## src/rtl/iter_muldiv.sv

```systemverilog
// ============================================================================
// iter_muldiv -- iterative RV32M/RV64M multiply / divide unit
//
// One request at a time.  Multiplies use radix-2 shift-add on operand
// magnitudes, and the product sign is applied at the end.  Divides use
// restoring division on magnitudes, with quotient and remainder signs
// applied at the end.  A divide by zero and the signed-overflow divide skip
// the iterations and finish after one cycle.
//
// Ports
//   clk        rising-edge clock
//   reset      synchronous, active-high
//   in_valid   request valid (op, a, b)
//   in_ready   unit idle and able to accept a request
//   op         funct3: MUL, MULH, MULHSU, MULHU, DIV, DIVU, REM, REMU
//   a, b       rs1 / rs2 operands
//   out_valid  result valid; held until out_ready
//   out_ready  consumer accepts result
//   result     operation result (0 when not valid)
//   busy       FSM not idle
//   dz         divide-by-zero flag, qualified by out_valid
// ============================================================================
module iter_muldiv #(
   parameter int XLEN  = 32,
   parameter int CNT_W = $clog2(XLEN) + 1
) (
   input  logic            clk,
   input  logic            reset,
   input  logic            in_valid,
   output logic            in_ready,
   input  logic [2:0]      op,
   input  logic [XLEN-1:0] a,
   input  logic [XLEN-1:0] b,
   output logic            out_valid,
   input  logic            out_ready,
   output logic [XLEN-1:0] result,
   output logic            busy,
   output logic            dz
);

   typedef enum logic [1:0] {IDLE, CALC, DONE} state_t;

   localparam logic [XLEN-1:0]  MOST_NEG = {1'b1, {(XLEN-1){1'b0}}};
   localparam logic [XLEN-1:0]  ALL_ONES = {XLEN{1'b1}};
   localparam logic [CNT_W-1:0] LAST     = CNT_W'(XLEN - 1);

   state_t            state;
   logic [CNT_W-1:0]  cnt;

   logic [2:0]        op_r;
   logic [XLEN-1:0]   mag_a;     // multiplicand magnitude
   logic [XLEN-1:0]   mag_b;     // divisor magnitude
   logic [2*XLEN-1:0] acc;       // mul: {partial, multiplier}; div: {rem, quo}
   logic              neg_q;     // negate product / quotient at the end
   logic              neg_r;     // negate remainder at the end
   logic              dz_pend;

   function automatic logic [XLEN-1:0] neg_x(input logic [XLEN-1:0] v, input logic n);
      return n ? (~v + 1'b1) : v;
   endfunction

   function automatic logic [2*XLEN-1:0] neg_2x(input logic [2*XLEN-1:0] v, input logic n);
      return n ? (~v + 1'b1) : v;
   endfunction

   // ---- request decode -----------------------------------------------------
   logic            sgn_a, sgn_b, neg_a, neg_b, div_zero, div_ovf;
   logic [XLEN-1:0] abs_a, abs_b;

   always_comb begin
      sgn_a    = (op == 3'b001) || (op == 3'b010) || (op == 3'b100) || (op == 3'b110);
      sgn_b    = (op == 3'b001) || (op == 3'b100) || (op == 3'b110);
      neg_a    = sgn_a & a[XLEN-1];
      neg_b    = sgn_b & b[XLEN-1];
      abs_a    = neg_x(a, neg_a);
      abs_b    = neg_x(b, neg_b);
      div_zero = op[2] && (b == {XLEN{1'b0}});
      // only DIV/REM (op[0]==0) can overflow
      div_ovf  = op[2] && !op[0] && (a == MOST_NEG) && (b == ALL_ONES);
   end

   // ---- one iteration ------------------------------------------------------
   logic [XLEN:0]     msum, rsh, rdiff;
   logic [2*XLEN-1:0] acc_next;

   always_comb begin
      msum  = {1'b0, acc[2*XLEN-1:XLEN]} + {1'b0, (acc[0] ? mag_a : {XLEN{1'b0}})};
      rsh   = {acc[2*XLEN-1:XLEN], acc[XLEN-1]};
      rdiff = rsh - {1'b0, mag_b};
      if (!op_r[2])
         acc_next = {msum, acc[XLEN-1:1]};
      else if (!rdiff[XLEN])  // no borrow: subtract succeeds, quotient bit 1
         acc_next = {rdiff[XLEN-1:0], acc[XLEN-2:0], 1'b1};
      else
         acc_next = {rsh[XLEN-1:0], acc[XLEN-2:0], 1'b0};
   end

   // ---- sign fix-up and result select --------------------------------------
   logic [2*XLEN-1:0] pfix;
   logic [XLEN-1:0]   fin;

   always_comb begin
      pfix = neg_2x(acc, neg_q);
      fin  = {XLEN{1'b0}};
      if (!op_r[2])
         fin = (op_r[1:0] == 2'b00) ? pfix[XLEN-1:0] : pfix[2*XLEN-1:XLEN];
      else if (!op_r[1])
         fin = neg_x(acc[XLEN-1:0], neg_q);
      else
         fin = neg_x(acc[2*XLEN-1:XLEN], neg_r);
   end

   // ---- datapath registers (no reset; qualified by FSM state) --------------
   always_ff @(posedge clk) begin
      if (state == IDLE && in_valid) begin
         op_r  <= op;
         mag_a <= abs_a;
         mag_b <= abs_b;
         if (div_zero || div_ovf) begin
            // preload so the common fix-up yields the special-case answers
            acc     <= {(div_ovf ? {XLEN{1'b0}} : a), (div_ovf ? a : ALL_ONES)};
            neg_q   <= 1'b0;
            neg_r   <= 1'b0;
            dz_pend <= div_zero;
         end else begin
            acc     <= {{XLEN{1'b0}}, (op[2] ? abs_a : abs_b)};
            neg_q   <= neg_a ^ neg_b;
            neg_r   <= neg_a;
            dz_pend <= 1'b0;
         end
      end else if (state == CALC) begin
         acc <= acc_next;
      end
   end

   // ---- control FSM --------------------------------------------------------
   // DONE's first cycle applies the sign fix-up; out_valid rises on the
   // following edge and then holds until the handshake.
   always_ff @(posedge clk) begin
      if (reset) begin
         state     <= IDLE;
         cnt       <= '0;
         out_valid <= 1'b0;
         result    <= '0;
         dz        <= 1'b0;
      end else begin
         case (state)
            IDLE: begin
               if (in_valid) begin
                  cnt   <= '0;
                  state <= (div_zero || div_ovf) ? DONE : CALC;
               end
            end
            CALC: begin
               cnt <= cnt + CNT_W'(1);
               if (cnt == LAST) state <= DONE;
            end
            DONE: begin
               if (!out_valid) begin
                  out_valid <= 1'b1;
                  result    <= fin;
                  dz        <= dz_pend;
               end else if (out_ready) begin
                  out_valid <= 1'b0;
                  result    <= '0;
                  dz        <= 1'b0;
                  cnt       <= '0;
                  state     <= IDLE;
               end
            end
            default: state <= IDLE;
         endcase
      end
   end

   assign in_ready = (state == IDLE);
   assign busy     = (state != IDLE);

endmodule
```

## config.mk

```make
export PLATFORM = sky130hd
export DESIGN_NAME = iter_muldiv
export DESIGN_NICKNAME = d
export VERILOG_FILES = /design/src/rtl/iter_muldiv.sv
export SDC_FILE = /design/constraint.sdc
export NUM_CORES = 1
export LEC_CHECK = 0
export CAP_MARGIN = 10
export CORE_MARGIN = 2
export CORE_UTILIZATION = 30
export DETAILED_ROUTE_END_ITERATION = 7
export PLACE_DENSITY = 0.45
export SLEW_MARGIN = 20
export SYNTH_ARGS = -nofsm -noshare
export SYNTH_HDL_FRONTEND = slang
export SYNTH_SLANG_ARGS = --single-unit
```

## constraint.sdc

```tcl
create_clock -name clk -period 5.26 [get_ports clk]
set_input_delay 1.052 -clock clk [delete_from_list [all_inputs] [get_ports clk]]
set_output_delay 1.052 -clock clk [all_outputs]
set_load 0.01 [all_outputs]
```

==> results by group <==
Status
  – Status: complete, no violations

Setup path
  – Reg2reg start: acc[36]
  – Reg2Reg Capture Point: acc[33]
  – Setup crit end: acc[33]
  – Critical Path End Type: register
  – CP startpoint: acc[36]
  – Critical Path Source Type: register
  – CP max FO: 14
  – CP arrival: 4.66 ns
  – Critical path required time: 5.52 ns
  – WS Path Type: reg -> reg
  – Reg2reg path depth: 11
  – R2R Setup Slk: 0.86 ns

Floorplanning
  – Core area: 0.0499 mm2
  – Core Rows: 82
  – Die Span Y: 228 um
  – DIE AREA: 0.0519 mm2
  – Initial Util: 0.302
  – Die W: 228 um
  – IO Pins: 107

Layout
  – Fillers: 5278
  – Ant diodes: 0
  – Most frequent cells in the layout: 150 x o21ai_0, 141 x a21oi_1, 134 x edfxtp_1, 123 x nor2_1, 112 x xnor2_1
  – Final cell count without fillers: 2510
  – Most common cell after layout, fill and taps aside: o21ai_0
  – Area Overhead vs Synth: 16.9%
  – Final Net Count: 1968
  – Layout cells sized above 1: 0.0751

Timing
  – RSZ-0062 raised after global routing: no
  – Period utilization: 0.837
  – Crit path time final: 4.40 ns
  – Final hold vios: 0
  – Slew headroom: 0.341
  – Worst-margin pin slew: 0.988 ns
  – Setup ws final: 0.858 ns
  – Final setup violation count: 0
  – Clk_skew: 0.0174 ns
  – Max Transition Viols Final: 0
  – Fmax: 227 MHz
  – Setup tns final: 0 ns

Synth
  – Syn nets: 1880
  – Ys Warns: 0
  – Most used DFF post-synth: edfxtp_1
  – Unique masters post-synth: 77
  – Flops & latches, synth: 176
  – Synth area leader: edfxtp_1
  – Post-Syn Area: 0.0150 mm2
  – Post-synth EDFFs: 134
  – Synth top area cells: edfxtp_1 27%, xnor2_1 6.5%, ha_1 5.8%
  – Syn Area/Cell: 8.66 um2
  – Ys async rst share: 0
  – Number of cells produced by synthesis: 1737
  – Seq/Total Area, Yosys: 0.324
  – Post-synth top area share: 0.268

Global routing
  – Initial antenna violation count: 0
  – Grt met3 use: 0.0351
  – Met1 Usage GRT: 0.324
  – GR peak layer: met2
  – Met2 Use GR: 0.369
  – Number of global-route vias before repair: 13735
  – Global-route wire length before repair: 90700 um
  – GRT overflow: 0
  – Largest net degree at the start of global routing: 66
  – Gr usage total: 0.234

Clock tree
  – H-tree depth: 4
  – Setup bufs post-CTS: 0
  – Clock transition at path regs: 0.07 ns
  – Root Driver: clkbuf_16
  – Clock buffer count from CTS: 17
  – CTS tree: done
  – Hold Buf Count CTS: 0
  – Clock sinks: 176
  – Worst-Skew Late Latency: 0.51 ns
  – Max clock buf depth: 2
  – Resized Gates After CTS: 0

Routing
  – Drt initial violations: 1103
  – DR pass1 iterations: 7
  – DRC: 0
  – Final ANT Viol Nets: 0
  – DR WL/cell: 24.3 um
  – Routed vias/inst: 5.63
  – Routed WL: 61000 um
  – Vias: 14120

Pwr
  – Cell Pwr Density: 452 mW/mm2
  – Worst IR Drop VDD: 217 uV
  – Leak: 0.00673 uW

Place
  – Dpl cells: 2478
  – Dpl ws: 0.764 ns
  – Port Buffers: 106
  – Post-DP HPWL: 47400 um
  – GPL Wtd Cong: 0.934

Run
  – MaxCap Viol Count: 0

Hold path
  – Hold Crit Class: reg -> reg
  – Worst hold path startpoint: result[24]
## per-layer routing
metal | vias to the layer above | routed length (um)
li1 | 6611 | -
met1 | 6950 | 28100
met2 | 488 | 27700
met3 | 71 | 3440
met4 | 0 | 1820
met5 | - | 0
## cells by family after synthesis
family	Yosys count	share of synthesized area
flip-flops	176	0.324
buffers and inverters	152	0.0397
XOR/XNOR	201	0.117
adder cells (fa/ha/maj)	72	0.0609
AND/OR/NAND/NOR	506	0.173
multiplexers	69	0.0468
AO/OA/AOI/OAI	561	0.239
## area by class of cell
class                           count  area (um2)  share of cell area
Timing Repair Buffer              160        1490              0.0846
Sequential cell                   176        4860               0.277
Multi-Input combinational cell   1409        9610               0.547
Inverter                           61         230              0.0131
Tap cell                          672         841              0.0479
Clock buffer                       21         460              0.0262
Clock inverter                     11        81.3             0.00463
## state kept, by name (all words and copies together) (netlist names)
signal and flops:
result 32, neg_r 1, dz_pend 1, mag_b 32
acc 64, state 2, cnt 6, mag_a 32
dz 1, op_r 3, neg_q 1, out_valid 1
## worst min path at each step
stage,endpoint,slack (ns),cells past startpoint
after floorplan,dz,0.46,2
final,result[24],0.45,1
after global placement,result[24],0.44,1
after CTS,result[24],0.46,1
after detailed placement,result[24],0.44,1
after global routing,result[5],0.49,2
## per-stage QoR
stage	utilization	power, uW	cell area, um2	hold slack, ns
after floorplan	-	5140	15000	0.459
after global placement	0.341	6620	17000	0.436
after detailed placement	0.341	6630	17000	0.438
after CTS	0.352	7940	17600	0.456
after global routing	0.352	8480	17600	0.487
final	0.352	7940	17600	0.453
## worst max-delay path: stages, from the launching register on
cell       delay, ns
edfxtp_1        0.57
ha_1            0.42
a21o_1          0.21
or3_1           0.32
o221ai_1        0.45
a21oi_1         0.17
o2111ai_1       0.58
a211oi_1        0.23
a211oi_4        0.47
buf_4           0.32
o21ai_0         0.10
a221o_1         0.30
## power by group
| group | internal, uW | switching [uW] | leakage, uW | total (uW) |
|---|---|---|---|---|
| Combinational | 1790 | 2690 | 0.00478 | 4480 |
| Sequential | 1820 | 352 | 0.00167 | 2170 |
| Clock | 634 | 653 | 0.000276 | 1290 |
| Total | 4240 | 3690 | 0.00673 | 7940 |
## Yosys cell counts, drive strengths merged, types with 7 or more instances
cell / instances
o21ai: 160
a21oi: 141
edfxtp: 134
nor2: 126
xnor2: 112
nand2: 111
xor2: 89
clkbuf: 76
ha: 70
inv: 61
mux2i: 59
a21o: 55
dfxtp: 42
and2: 38
a22oi: 33
nor3: 32
or3: 31
nand3: 30
a211oi: 29
nand2b: 26
or4: 23
o31ai: 21
nand4: 17
nor2b: 17
buf: 15
nor4: 14
or2: 14
o211ai: 13
a221oi: 12
o21bai: 12
a221o: 11
and3: 11
mux2: 10
o22ai: 10
o41ai: 10
o21a: 7
Power figures use the tool's default switching activity.
